### src/rtl/ram_port_arbiter_pkg.sv
// Shared types and helpers for the E/I RAM port arbiter.
// Owner encoding, read-latency bounds and the tie-break rule.
package ram_port_arbiter_pkg;

    typedef enum logic [1:0] {
        OWN_NONE = 2'd0,
        OWN_E    = 2'd1,
        OWN_I    = 2'd2
    } owner_t;

    localparam int RD_LAT_MIN = 1;
    localparam int RD_LAT_MAX = 4;

    // On a tie the requester that did not own last wins.
    function automatic owner_t pick(
        input logic e,
        input logic i,
        input logic last_i
    );
        owner_t w;
        unique case ({e, i})
            2'b11:   w = last_i ? OWN_E : OWN_I;
            2'b10:   w = OWN_E;
            2'b01:   w = OWN_I;
            default: w = OWN_NONE;
        endcase
        return w;
    endfunction

endpackage

### src/rtl/ram_port_arbiter_tag_pipe.sv
// Read-valid tag shift register: {valid, id} per stage.
// Returns the read-valid strobe to the requester that issued it.
module arb_tag_pipe
    import ram_port_arbiter_pkg::*;
#(
    parameter int RD_LATENCY = 1
) (
    input  logic i_clk,
    input  logic i_rst_n,
    input  logic i_valid,
    input  logic i_id,
    output logic o_e_valid,
    output logic o_i_valid
);

    localparam int DEPTH =
        (RD_LATENCY < RD_LAT_MIN) ? RD_LAT_MIN :
        (RD_LATENCY > RD_LAT_MAX) ? RD_LAT_MAX :
        RD_LATENCY;

    logic [DEPTH-1:0] r_valid;
    logic [DEPTH-1:0] r_id;

    always_ff @(posedge i_clk or negedge i_rst_n) begin
        if (!i_rst_n) begin
            r_valid <= '0;
            r_id    <= '0;
        end else begin
            r_valid[0] <= i_valid;
            r_id[0]    <= i_valid & i_id;
            for (int k = 1; k < DEPTH; k++) begin
                r_valid[k] <= r_valid[k-1];
                r_id[k]    <= r_id[k-1];
            end
        end
    end

    assign o_e_valid = r_valid[DEPTH-1] & ~r_id[DEPTH-1];
    assign o_i_valid = r_valid[DEPTH-1] &  r_id[DEPTH-1];

endmodule

### src/rtl/ram_port_arbiter.sv
// Round-robin owner of the shared dual-read/single-write RAM
// between the Euler core (E) and the Interpolation unit (I).
module ram_port_arbiter
    import ram_port_arbiter_pkg::*;
#(
    parameter int DATA_WIDTH    = 64,
    parameter int ADDRESS_WIDTH = 13,
    parameter int RD_LATENCY    = 1
) (
    input  logic                     CLK,
    input  logic                     RST,
    input  logic                     E_REQ,
    input  logic                     E_LOCK,
    input  logic                     E_WE,
    input  logic [ADDRESS_WIDTH-1:0] E_ADD_RD1,
    input  logic [ADDRESS_WIDTH-1:0] E_ADD_RD2,
    input  logic [ADDRESS_WIDTH-1:0] E_ADD_WR,
    input  logic [DATA_WIDTH-1:0]    E_DATA_WR,
    output logic                     E_GNT,
    output logic                     E_RVALID,
    input  logic                     I_REQ,
    input  logic                     I_LOCK,
    input  logic                     I_WE,
    input  logic [ADDRESS_WIDTH-1:0] I_ADD_RD1,
    input  logic [ADDRESS_WIDTH-1:0] I_ADD_RD2,
    input  logic [ADDRESS_WIDTH-1:0] I_ADD_WR,
    input  logic [DATA_WIDTH-1:0]    I_DATA_WR,
    output logic                     I_GNT,
    output logic                     I_RVALID,
    output logic [DATA_WIDTH-1:0]    DATA_RD1,
    output logic [DATA_WIDTH-1:0]    DATA_RD2,
    output logic [ADDRESS_WIDTH-1:0] RAM_ADD_RD1,
    output logic [ADDRESS_WIDTH-1:0] RAM_ADD_RD2,
    output logic [ADDRESS_WIDTH-1:0] RAM_ADD_WR,
    output logic [DATA_WIDTH-1:0]    RAM_DATA_WR,
    output logic                     RAM_ENABLE_WR,
    input  logic [DATA_WIDTH-1:0]    RAM_DATA_RD1,
    input  logic [DATA_WIDTH-1:0]    RAM_DATA_RD2
);

    owner_t r_owner;
    logic   r_last_i;

    logic w_e_own;
    logic w_i_own;
    logic w_e_xfer;
    logic w_i_xfer;

    assign w_e_own  = (r_owner == OWN_E);
    assign w_i_own  = (r_owner == OWN_I);
    assign w_e_xfer = w_e_own & E_REQ;
    assign w_i_xfer = w_i_own & I_REQ;

    // A releasing owner hands over only to the other side;
    // it must re-request to win again, so LOCK is the only hold.
    always_ff @(posedge CLK or negedge RST) begin
        if (!RST) begin
            r_owner  <= OWN_NONE;
            r_last_i <= 1'b1;
        end else begin
            unique case (r_owner)
                OWN_E: begin
                    if (!(E_REQ && E_LOCK)) begin
                        r_owner  <= I_REQ ? OWN_I : OWN_NONE;
                        r_last_i <= 1'b0;
                    end
                end
                OWN_I: begin
                    if (!(I_REQ && I_LOCK)) begin
                        r_owner  <= E_REQ ? OWN_E : OWN_NONE;
                        r_last_i <= 1'b1;
                    end
                end
                default: r_owner <= pick(E_REQ, I_REQ, r_last_i);
            endcase
        end
    end

    assign E_GNT = w_e_own;
    assign I_GNT = w_i_own;

    always_comb begin
        RAM_ADD_RD1   = '0;
        RAM_ADD_RD2   = '0;
        RAM_ADD_WR    = '0;
        RAM_DATA_WR   = '0;
        RAM_ENABLE_WR = 1'b0;
        unique case (1'b1)
            w_e_own: begin
                RAM_ADD_RD1   = E_ADD_RD1;
                RAM_ADD_RD2   = E_ADD_RD2;
                RAM_ADD_WR    = E_ADD_WR;
                RAM_DATA_WR   = E_DATA_WR;
                RAM_ENABLE_WR = w_e_xfer & E_WE;
            end
            w_i_own: begin
                RAM_ADD_RD1   = I_ADD_RD1;
                RAM_ADD_RD2   = I_ADD_RD2;
                RAM_ADD_WR    = I_ADD_WR;
                RAM_DATA_WR   = I_DATA_WR;
                RAM_ENABLE_WR = w_i_xfer & I_WE;
            end
            default: ;
        endcase
    end

    arb_tag_pipe #(
        .RD_LATENCY(RD_LATENCY)
    ) u_tag_pipe (
        .i_clk    (CLK),
        .i_rst_n  (RST),
        .i_valid  (w_e_xfer | w_i_xfer),
        .i_id     (w_i_xfer),
        .o_e_valid(E_RVALID),
        .o_i_valid(I_RVALID)
    );

    assign DATA_RD1 = RAM_DATA_RD1;
    assign DATA_RD2 = RAM_DATA_RD2;

endmodule

### config.mk
export PLATFORM = sky130hd
export DESIGN_NAME = ram_port_arbiter
export DESIGN_NICKNAME = d
export VERILOG_FILES = /design/src/rtl/ram_port_arbiter_pkg.sv /design/src/rtl/ram_port_arbiter_tag_pipe.sv /design/src/rtl/ram_port_arbiter.sv
export SDC_FILE = /design/constraint.sdc
export NUM_CORES = 1
export LEC_CHECK = 0
export CAP_MARGIN = 20
export CORE_AREA = 2 2 224 226
export CTS_CLUSTER_DIAMETER = 150
export DETAILED_ROUTE_END_ITERATION = 10
export DIE_AREA = 0 0 226 228
export GPL_TIMING_DRIVEN = 0
export PLACE_DENSITY = 0.3
export SLEW_MARGIN = 0
export SYNTH_ARGS = -nofsm -noshare
export SYNTH_HDL_FRONTEND = slang
export SYNTH_SLANG_ARGS = --single-unit
### constraint.sdc
create_clock -name CLK -period 1.4 [get_ports CLK]
set_input_delay 0.21 -clock CLK [delete_from_list [all_inputs] [get_ports CLK]]
set_output_delay 0.21 -clock CLK [all_outputs]
set_load 0.02 [all_outputs]
==> qor.txt, run 1 <==
=================================================================================
Status ............................................................. finished, violations left
Violations in the final reports .................................... setup timing
Relative slew slack ................................................        77.0%
Maximum ir drop on the vdd rail ....................................     0.682 mV
Per-cell via count in the routed design ............................         2.97
Number of buffers added to fix hold violations after cts ...........            0
Fmax ...............................................................    0.509 GHz
Effective utilization at floorplan .................................        5.43%
Width of the die ...................................................       226 µm
Half-perimeter wire length of the detailed placement result ........     20200 µm
Count of buffers from port buffering ...............................          449
Critical path's slowest cell ....................................... sky130_fd_sc_hd__dfrtp_1
Vertical die dimension .............................................       228 µm
Syn nets ...........................................................          742
TritonCTS sink count ...............................................            5
Fin crit share .....................................................         140%
Pins over their slew limit .........................................            0
Endpoints failing hold .............................................            0
Share of post-route cells with drive strength above 1 ..............        54.1%
Combined area of all synthesized cells .............................  0.00268 mm²
Worst Setup Slack post-DPL .........................................     -1.14 ns
Syn_area_per_cell ..................................................     6.73 µm²
Sequential area share after synthesis ..............................        4.72%
Vias in the first global route .....................................         4554
Top cells by instance count after synthesis ........................ 130 x sky130_fd_sc_hd__buf_4, 103 x sky130_fd_sc_hd__nor2_1, 98 x sky130_fd_sc_hd__a22oi_1
Cell Count, Final, Fillers Out .....................................         1546
Max incr delay on CP ...............................................      0.41 ns
Power per cell area ................................................  1490 mW/mm²
Chain of cells forming the critical path ........................... inv_2, ha_4, buf_12, buf_12, buf_12, a22oi_2, nor2_4, buf_6
Data required, critical path .......................................      1.19 ns
Gr usage total .....................................................        8.44%
Crit path time final ...............................................      1.96 ns
Endpoint class of the critical path ................................   output pin
Longest Clk Path Bufs ..............................................            2
Initial DRC Count ..................................................           56
Crit Path Category ................................................. flop to output pin
Static leakage .....................................................   0.00360 µW
Least-Margin Pin Slew ..............................................     0.344 ns
Initial antenna violation count ....................................            0
Total negative setup slack .........................................    -50.80 ns
Most common cell on crit path ...................................... sky130_fd_sc_hd__buf_12
Synth Instances ....................................................          398
Filler Cells Inserted ..............................................         5460
Share of async-settable or async-resettable flops after synthesis ..         100%
Number of optimization iterations in the first detailed-route pass .            4
Leading cell types by total area after synthesis ................... sky130_fd_sc_hd__buf_4 36%, sky130_fd_sc_hd__a22oi_1 27%, sky130_fd_sc_hd__nor2_1 14%
Boundary pin count .................................................          578
Number of maximum-capacitance constraint violations ................            0
Die Area ...........................................................   0.0515 mm²
Core area ..........................................................   0.0493 mm²
Largest fanout of any net on the critical path .....................           10
Largest net degree at the start of global routing ..................           11
Antenna cells ......................................................            0
Final Total Pwr ....................................................     14200 µW
H-tree depth .......................................................            1
Number of flops mapped to enable cells by yosys ....................            0
Cells after DPL ....................................................         1519
Wire length of the first global-routing pass .......................     31700 µm
Remaining DRCs .....................................................            0
CTS tree ...........................................................        built
Count of vias placed by the detailed router ........................         4592
Setup-failing EPs final ............................................          108
Yosys warns ........................................................            0
Worst Setup Slack, final ...........................................    -0.564 ns
Root buf cell ...................................................... sky130_fd_sc_hd__clkbuf_16
Share of the synthesized area in the top cell type .................        36.4%
RSZ-0062 raised after global routing ...............................         true
Post-synthesis cell type count .....................................           22
Critical Path AT ...................................................      1.75 ns
Post-layout net count ..............................................         1219
Cell row count .....................................................           82
Most area-hungry cell type in the Yosys netlist .................... sky130_fd_sc_hd__buf_4
TritonCTS Buffers ..................................................            3
Clock-pin transition on the worst setup and hold timing paths ......      0.03 ns
Dominant synthesized flop cell ..................................... sky130_fd_sc_hd__dfrtp_1
Flop and latch count out of synthesis ..............................            5
Clock Latency Late Sink ............................................      0.23 ns
Final Routed Wirelength ............................................     23900 µm
DR WL/cell .........................................................      15.5 µm
Aggregate global routing overflow ..................................            0
Placer congestion estimate .........................................        0.690
Worst clock skew on the final layout ...............................  0.000485 ns
Kind of path behind the tightest hold check ........................ input port to async pin
Synth-to-layout area growth ........................................         257%
Kind of start point of the critical path ...........................         flop
Most used standard cell by instance count after synthesis .......... sky130_fd_sc_hd__buf_4
Antenna viol nets, final ...........................................            0
=================================================================================
==> through the flow <==
stage / util, % / hold WS [ns] / instance area, µm²
2_1_floorplan: - / -0.0856 / 3130
3_3_place_gp: 17.2 / 0.454 / 8470
3_5_place_dp: 17.2 / 0.457 / 8470
4_1_cts: 18.3 / 0.221 / 9020
5_1_grt: 19.4 / 0.229 / 9560
6_report: 19.4 / 0.211 / 9560
==> placed cells by master (no fill, tap or decap) <==
cell                              Yosys  layout
sky130_fd_sc_hd__a21o_1               1       1
sky130_fd_sc_hd__a21oi_2              1       1
sky130_fd_sc_hd__a22oi_1             98       9
sky130_fd_sc_hd__a22oi_2              5      94
sky130_fd_sc_hd__a32o_1               1       1
sky130_fd_sc_hd__and2_1               2       1
sky130_fd_sc_hd__and2_4               0       1
sky130_fd_sc_hd__buf_12               0      21
sky130_fd_sc_hd__buf_16               0       2
sky130_fd_sc_hd__buf_2               19      13
sky130_fd_sc_hd__buf_4              130     165
sky130_fd_sc_hd__buf_6               10      76
sky130_fd_sc_hd__buf_8                0       6
sky130_fd_sc_hd__clkbuf_1             5       1
sky130_fd_sc_hd__clkbuf_16            0      10
sky130_fd_sc_hd__clkbuf_2             0       1
sky130_fd_sc_hd__clkdlybuf4s15_2      0       2
sky130_fd_sc_hd__clkdlybuf4s50_1      0     341
sky130_fd_sc_hd__dfrtp_1              4       4
sky130_fd_sc_hd__dfstp_2              1       1
sky130_fd_sc_hd__dlymetal6s2s_1       0       2
sky130_fd_sc_hd__ha_4                 0       2
sky130_fd_sc_hd__inv_2                0       2
sky130_fd_sc_hd__mux2i_1              2       2
sky130_fd_sc_hd__nand2_1              3       2
sky130_fd_sc_hd__nand2_4              0       1
sky130_fd_sc_hd__nand3_1              3       2
sky130_fd_sc_hd__nand3_2              2       2
sky130_fd_sc_hd__nand3_4              0       1
sky130_fd_sc_hd__nand3b_1             1       1
sky130_fd_sc_hd__nor2_1             103      31
sky130_fd_sc_hd__nor2_2               0      48
sky130_fd_sc_hd__nor2_4               0      24
sky130_fd_sc_hd__nor2b_1              1       1
sky130_fd_sc_hd__o211ai_1             2       2
==> registers in the layout (all words and copies together), names as in the netlist <==
| register | flops |
|---|---|
| r_owner | 2 |
| r_last_i | 1 |
| u_tag_pipe.r_id | 1 |
| u_tag_pipe.r_valid | 1 |
==> power by group <==
part / switching, µW / total [µW] / internal (µW)
registers: 51.2 / 266 / 215
logic: 6910 / 13500 / 6600
clock network: 91.7 / 469 / 377
==> per-layer routing <==
metal	track usage [%]	routed length, µm
met3	2.05	1980
met2	17.1	13500
met4	1.30	134
met1	8.67	8290
met5	0	0
==> worst paths after layout <==
check	start	end	slack (ns)	cells past startpoint
hold reg to reg	r_last_i	r_last_i	0.59	1
setup / recovery	r_owner[0]	RAM_DATA_WR[62]	-0.56	8
max in group asynchronous	RST	r_last_i	0.93	1
min in group CLK	r_last_i	r_last_i	0.59	1
hold / removal	RST	r_owner[0]	0.21	1
setup reg to reg	r_owner[1]	r_last_i	-0.10	7
==> repair_timing <==
item                                    4_1_cts  5_1_grt
cloned                                        3        7
gates resized for setup                     608      152
pin swaps                                    19       20
setup buffers                                 8        9
endpoints found under the setup margin      112      112
==> logic make-up (layout without fill, tap and decap cells) <==
kind of cell / count (synthesis) / after routing / synth area share (%)
buffers and inverters: 166 / 642 / 45.1
AND/OR/NAND/NOR: 115 / 115 / 17.1
AO/OA/AOI/OAI: 108 / 108 / 31.3
flip-flops: 5 / 5 / 4.72
adder cells (fa/ha/maj): 2 / 2 / 0.934
multiplexers: 2 / 2 / 0.747
==> critical path, delay by kind of cell, from the launching register on <==
family	cells	cell delay, ns
flops	1	0.41
buf+inv	5	0.66
fa+ha+maj	1	0.19
compound gates	1	0.18
simple gates	1	0.06
==> final cells by class <==
type	instances	area, µm²	area share, %
Timing Repair Buffer	475	4870	50.9
Multi-Input combinational cell	227	2140	22.4
Buffer	161	1500	15.7
Tap cell	672	841	8.80
Sequential cell	5	126	1.32
Clock buffer	4	78.8	0.825
Inverter	2	7.51	0.0786
Note: power is estimated with default switching activity, not from simulation.
==> run 2: changes to the inputs <==
- SKIP_LAST_GASP: not set -> 1
- TNS_END_PERCENT: not set -> 1
==> run 2 against run 1 <==
The flow still finishes with violations (setup timing). Non-clock buffer count is 9 lower. Sequential power about the same. Final area decreased by 9.1%. Highest routed layer is now met5. Clock skew grew 0.0018 ns. Core utilization is 1.8 points lower. Wire length fell by 2.4%. Critical path depth did not move. First-iteration DRC count increased by 30%. Register-to-register slack worse by 0.13 ns. Count of clock-buffer cells in the layout unchanged. Largest power group unchanged.
==> qor.txt, run 2 (synthesized netlist as in run 1, its figures left out) <==
=================================================================================
Status ............................................................. finished, violations left
Violations in the final reports .................................... setup timing
Count of vias placed by the detailed router ........................         4515   -1.7%
Initial DRC Count ..................................................           73   +30%
Chain of cells forming the critical path ........................... inv_2, ha_4, buf_12, buf_16, clkbuf_16, a22oi_1, nor2_2, buf_2
Least-Margin Pin Slew ..............................................     0.358 ns   +0.0135 ns
Endpoints failing hold .............................................            0   unchanged
Worst r2r dst ......................................................   r_owner[1]
Cell row count .....................................................           82   unchanged
H-tree depth .......................................................            1   unchanged
Number of optimization iterations in the first detailed-route pass .            4   unchanged
Largest fanout of any net on the critical path .....................            8   -2
Footprint of the multi-input gates .................................  0.00175 mm²   -18%
RSZ-0062 raised after global routing ...............................         true
Worst Reg-to-Reg Cells .............................................            7   unchanged
Worst Setup Slack, final ...........................................    -0.558 ns   +0.00568 ns
Fmax ...............................................................    0.511 GHz   +0.29%
Largest reg by FF count ............................................      r_owner
Storage element area ...............................................      126 µm²   unchanged
Per-cell via count in the routed design ............................         2.93   -1.2%
First element of the critical path .................................   r_owner[0]
Number of maximum-capacitance constraint violations ................            0   unchanged
Critical Path AT ...................................................      1.75 ns   about the same
Beginning of the worst register-to-register path ...................   r_owner[0]
Gr usage total .....................................................        8.24%   -0.20 points
Clock-pin transition on the worst setup and hold timing paths ......      0.04 ns   about the same
Aggregate global routing overflow ..................................            0   unchanged
Die Area ...........................................................   0.0515 mm²   unchanged
Data required, critical path .......................................      1.19 ns   about the same
Longest Clk Path Bufs ..............................................            2   unchanged
Crit Path Category ................................................. flop to output pin
Synth-to-layout area growth ........................................         224%
Final Routed Wirelength ............................................     23300 µm   -2.4%
Antenna viol nets, final ...........................................            0   unchanged
DR WL/cell .........................................................      15.2 µm   -1.9%
Most common cell after layout, fill and taps aside ................. sky130_fd_sc_hd__clkdlybuf4s50_1
Placer congestion estimate .........................................        0.682   -1.1%
Effective utilization at floorplan .................................        5.43%   unchanged
Width of the die ...................................................       226 µm   unchanged
Static leakage .....................................................   0.00340 µW   -5.6%
Maximum ir drop on the vdd rail ....................................     0.482 mV   -29%
Vias in the first global route .....................................         4754   +4.4%
Boundary pin count .................................................          578   unchanged
Kind of start point of the critical path ...........................         flop
Pins over their slew limit .........................................            0   unchanged
Share of post-route cells with drive strength above 1 ..............        46.2%   -7.9 points
Final Total Pwr ....................................................     12200 µW   -14%
TritonCTS Buffers ..................................................            3   unchanged
Commonest cells after routing, fill and taps aside ................. 345 x sky130_fd_sc_hd__clkdlybuf4s50_1, 160 x sky130_fd_sc_hd__buf_4, 58 x sky130_fd_sc_hd__buf_2
Remaining DRCs .....................................................            0   unchanged
CTS tree ...........................................................        built
Largest net degree at the start of global routing ..................           11   unchanged
Worst clock skew on the final layout ...............................   0.00223 ns   +0.00175 ns
Clock Latency Late Sink ............................................      0.23 ns   about the same
Initial antenna violation count ....................................            3   +3
Root buf cell ...................................................... sky130_fd_sc_hd__clkbuf_16
Number of buffers added to fix hold violations after cts ...........            0   unchanged
Fin crit share .....................................................         140%   -0.41 points
Count of buffers from port buffering ...............................          449   unchanged
Relative slew slack ................................................        76.1%   -0.94 points
Largest register FFs ...............................................            2   unchanged
Endpoint class of the critical path ................................   output pin
TritonCTS sink count ...............................................            5   unchanged
Register-to-register path setup slack ..............................     -0.23 ns   -0.13 ns
Kind of path behind the tightest hold check ........................ input port to async pin
Post-layout net count ..............................................         1210   -0.74%
Power per cell area ................................................  1410 mW/mm²   -5.7%
Setup-failing EPs final ............................................          111   +2.8%
Crit path time final ...............................................      1.96 ns   -0.00568 ns
Wire length of the first global-routing pass .......................     31000 µm   -2.4%
Vertical die dimension .............................................       228 µm   unchanged
Max incr delay on CP ...............................................      0.40 ns   about the same
Half-perimeter wire length of the detailed placement result ........     19800 µm   -2.3%
Core area ..........................................................   0.0493 mm²   unchanged
Critical path's slowest cell ....................................... sky130_fd_sc_hd__dfrtp_1
Filler Cells Inserted ..............................................         5550   +1.6%
Final core utilization .............................................        17.6%   -1.8 points
=================================================================================
[run 2: what timing repair did]
item / CTS / global route
cloned: 3 / 2
setup endpoints to repair: 112 / 112
buffers inserted: 9 / 0
pin swaps: 2 / 1
resized for setup: 491 / 71
[run 2: power breakdown]
group / internal (µW) / switching (µW) / leakage, µW
Combinational: 5450 / 6020 / 0.00330
Clock: 378 / 95.0 / 0.0000382
Sequential: 215 / 51.6 / 0.0000627
[run 2: critical path: cells and delay by family, from the launching register on]
family / cells / cell delay (ns)
AOI/OAI and AO/OA: 1 / 0.17
DFF: 1 / 0.40
buffers and inverters: 5 / 0.70
and+or+nand+nor: 1 / 0.04
adders and majority gates: 1 / 0.19
[run 2: layout make-up]
cell class	instances	share of cell area, %
Multi-Input combinational cell	227	20.1
Clock buffer	4	0.908
Buffer	164	17.1
Timing Repair Buffer	463	50.6
Inverter	2	0.0865
Tap cell	672	9.68
Antenna cell	2	0.0576
Sequential cell	5	1.46
[run 2: worst max path at each step]
| stage | endpoint | slack [ns] | cells after the start |
|---|---|---|---|
| final | RAM_ADD_RD2[4] | -0.56 | 8 |
| after global routing | RAM_DATA_WR[58] | -0.63 | 7 |
| after CTS | RAM_ADD_RD2[11] | -0.58 | 8 |
| after detailed placement | RAM_ADD_RD2[8] | -1.24 | 7 |
| after global placement | RAM_ADD_RD2[8] | -1.21 | 7 |
| after floorplan | RAM_ADD_RD2[2] | -0.24 | 7 |
[run 2: per-stage QoR]
stage | std cells | worst slack (ns) | TNS (ns) | cell area [µm²] | hold slack, ns
6_report | 1539 | -0.558 | -54.28 | 8680 | 0.217
5_1_grt | 1537 | -0.629 | -64.27 | 8680 | 0.227
4_1_cts | 1535 | -0.582 | -59.09 | 8370 | 0.231
3_5_place_dp | 1519 | -1.24 | -113.67 | 8150 | 0.461
3_3_place_gp | 1519 | -1.21 | -112.74 | 8150 | 0.470
2_1_floorplan | 398 | -0.240 | -23.84 | 2820 | -0.0856
[run 2: metal layers]
layer	global-route usage, %	vias to the layer above	wire (µm)
met5	0	-	16
met4	0.869	2	107
met3	2.07	6	1990
met2	16.8	289	12800
met1	8.50	2017	8450
li1	-	2201	-
==> run 3: changes to the inputs <==
- PLACE_DENSITY: 0.3 -> not set
- SKIP_LAST_GASP: 1 -> not set
==> run 3 against run 2 <==
Hold slack worse by 0.0019 ns. Sequential share of layout area about the same. Critical path type unchanged. Maximum frequency down 1.6%. Critical path depth stayed put. Global-route usage fell by 1.1 points. Largest cell class unchanged. Sequential power fell by 7%. Die area stayed put. Final area about the same. The flow still finishes with violations (setup timing). First-iteration DRC count is 22% higher. Flip-flop and latch count is the same. Wire length fell by 8.7%. Via count is 1.9% higher. Largest power group unchanged.
==> qor.txt, run 3 (synthesized netlist as in run 1, its figures left out) <==
=================================================================================
Die Area ...........................................................   0.0515 mm²   unchanged
Crit path to ....................................................... RAM_ADD_RD2[7]
Initial antenna violation count ....................................            0   -3
Pins over their slew limit .........................................            0   unchanged
Aggregate global routing overflow ..................................            0   unchanged
Worst clock skew on the final layout ...............................   0.00117 ns   -0.00107 ns
Commonest cells after routing, fill and taps aside ................. 341 x sky130_fd_sc_hd__clkdlybuf4s50_1, 169 x sky130_fd_sc_hd__buf_4, 68 x sky130_fd_sc_hd__a22oi_2
Chain of cells forming the critical path ........................... buf_4, ha_4, buf_12, buf_12, buf_12, a22oi_2, nor2_2, buf_2
Critical Path AT ...................................................      1.78 ns   +0.03 ns
Power per cell area ................................................  1380 mW/mm²   -1.7%
Final Total Pwr ....................................................     12000 µW   -1.7%
H-tree depth .......................................................            1   unchanged
Number of buffers added to fix hold violations after cts ...........            0   unchanged
Share of power burned in the clock network .........................         3.9%   about the same
Kind of start point of the critical path ...........................         flop
Number of optimization iterations in the first detailed-route pass .            4   unchanged
Worst r2r dst ......................................................   r_owner[1]
Vias in the first global route .....................................         4596   -3.3%
Antenna cells ......................................................            0   -2
Width of the die ...................................................       226 µm   unchanged
Switching power as a share of total power ..........................        52.0%   +1.5 points
Placer congestion estimate .........................................        0.791   +16%
Setup-failing EPs final ............................................          110   -0.90%
Initial DRC Count ..................................................           89   +22%
Most common cell on crit path ...................................... sky130_fd_sc_hd__buf_12
Total negative setup slack .........................................    -50.83 ns   +3.44 ns
Largest fanout of any net on the critical path .....................            9   +1
Kind of path behind the tightest hold check ........................ input port to async pin
Crit path buffers/inverters ........................................            5   unchanged
RSZ-0062 raised after global routing ...............................         true
Clock-pin transition on the worst setup and hold timing paths ......      0.03 ns   about the same
Crit Path Category ................................................. flop to output pin
Data required, critical path .......................................      1.19 ns   about the same
Static leakage .....................................................   0.00338 µW   -0.45%
Largest register FFs ...............................................            2   unchanged
Half-perimeter wire length of the detailed placement result ........     18000 µm   -9.0%
Largest net degree at the start of global routing ..................           11   unchanged
Remaining DRCs .....................................................            0   unchanged
Status ............................................................. finished, violations left
Antenna viol nets, final ...........................................            0   unchanged
Top cell family by delay on the critical path ...................... buffers and inverters
Max incr delay on CP ...............................................      0.37 ns   -0.03 ns
Violations in the final reports .................................... setup timing
Longest Clk Path Bufs ..............................................            2   unchanged
Area after DPL .....................................................  0.00815 mm²   unchanged
Count of buffers from port buffering ...............................          449   unchanged
Synth-to-layout area growth ........................................         224%   about the same
Count of vias placed by the detailed router ........................         4599   +1.9%
Summed area of non-filler cells in the final layout ................  0.00868 mm²   about the same
TritonCTS sink count ...............................................            5   unchanged
Fin crit share .....................................................         142%   +2.2 points
Clock Latency Late Sink ............................................      0.23 ns   about the same
Wire length of the first global-routing pass .......................     27400 µm   -12%
Relative slew slack ................................................        78.4%   +2.4 points
Root buf cell ...................................................... sky130_fd_sc_hd__clkbuf_16
Per-cell via count in the routed design ............................         3.00   +2.2%
Effective utilization at floorplan .................................        5.43%   unchanged
Number of maximum-capacitance constraint violations ................            0   unchanged
DR WL/cell .........................................................      13.9 µm   -8.4%
Proportion of power drawn by combinational gates ...................        94.1%   about the same
Critical path's slowest cell ....................................... sky130_fd_sc_hd__dfrtp_1
Endpoints failing hold .............................................            0   unchanged
Worst Setup Slack, final ...........................................    -0.590 ns   -0.0315 ns
Vertical die dimension .............................................       228 µm   unchanged
Footprint of the multi-input gates .................................  0.00183 mm²   +4.9%
Filler Cells Inserted ..............................................         5546   -0.072%
Cell row count .....................................................           82   unchanged
Fmax ...............................................................    0.503 GHz   -1.6%
First element of the critical path .................................   r_owner[0]
Worst path depth ...................................................            8   unchanged
Gr usage total .....................................................        7.15%   -1.1 points
Share of post-route cells with drive strength above 1 ..............        48.6%   +2.4 points
Final Routed Wirelength ............................................     21300 µm   -8.7%
Beginning of the worst register-to-register path ...................   r_owner[0]
Maximum ir drop on the vdd rail ....................................      1.01 mV   +110%
Net switching power of the design ..................................      6240 µW   +1.2%
Largest reg by FF count ............................................      r_owner
Storage element area ...............................................      126 µm²   unchanged
Most common cell after layout, fill and taps aside ................. sky130_fd_sc_hd__clkdlybuf4s50_1
Register-to-register path setup slack ..............................     -0.20 ns   +0.03 ns
Worst Setup Slack post-DPL .........................................     -1.40 ns   -0.156 ns
TritonCTS Buffers ..................................................            3   unchanged
Worst-case hold slack ..............................................     0.215 ns   -0.00190 ns
Cell internal power dissipation ....................................      5770 µW   -4.6%
Boundary pin count .................................................          578   unchanged
Crit path time final ...............................................      1.99 ns   +0.0315 ns
Post-layout net count ..............................................         1207   -0.25%
Power share of the sequential group ................................         2.1%   about the same
Core area ..........................................................   0.0493 mm²   unchanged
Endpoint class of the critical path ................................   output pin
Worst Reg-to-Reg Cells .............................................            7   unchanged
Least-Margin Pin Slew ..............................................     0.322 ns   -0.0352 ns
CTS tree ...........................................................        built
=================================================================================
[run 3: what timing repair did]
action                                  in CTS  in global routing
buffers inserted                             2                 10
endpoints found under the setup margin     112                111
gates resized for setup                    426                223
gates cloned                                 0                  2
pin swaps                                    0                 13
[run 3: power by group through the flow]
stage / clock, µW / combinational, µW / sequential, µW
floorplan: 0 / 5380 / 238
global placement: 0 / 9870 / 243
detailed placement: 0 / 9930 / 247
CTS: 474 / 10200 / 245
global route: 488 / 12100 / 254
finish: 464 / 11300 / 247
[run 3: stage by stage]
step	utilization, %	instances
global route	17.6	1534
detailed placement	16.5	1519
CTS	16.9	1525
global placement	16.5	1519
finish	17.6	1534
floorplan	-	398
[run 3: worst min path at each step]
stage	from	cells past startpoint	slack, ns	to
after floorplan	RST	0	-0.09	r_owner[0]
after global placement	RST	1	0.45	r_owner[1]
after detailed placement	RST	1	0.46	r_owner[0]
after CTS	RST	1	0.22	u_tag_pipe.r_valid
after global routing	RST	1	0.23	u_tag_pipe.r_valid
final	RST	1	0.22	u_tag_pipe.r_valid
[run 3: worst register-to-register path, cell delays in order, from the launching register on]
cell,delay [ns]
sky130_fd_sc_hd__dfrtp_1,0.37
sky130_fd_sc_hd__inv_1,0.08
sky130_fd_sc_hd__ha_2,0.29
sky130_fd_sc_hd__buf_12,0.15
sky130_fd_sc_hd__buf_12,0.16
sky130_fd_sc_hd__buf_4,0.16
sky130_fd_sc_hd__o211ai_1,0.17
sky130_fd_sc_hd__mux2i_1,0.10
[run 3: routing by layer]
metal | up-vias | wire [µm] | track usage (%)
met5 | - | 0 | 0
met4 | 0 | 488 | 2.34
met3 | 14 | 2000 | 1.53
met2 | 331 | 11600 | 14.4
met1 | 2068 | 7230 | 7.04
li1 | 2186 | - | -
[run 3: cell type report]
type,instances,area share [%]
inverters,2,0.0864
well taps,672,9.68
flip-flops and latches,5,1.46
clock buffers,4,0.908
repair buffers,463,50.4
multi-input cells,227,21.1
plain buffers,161,16.4
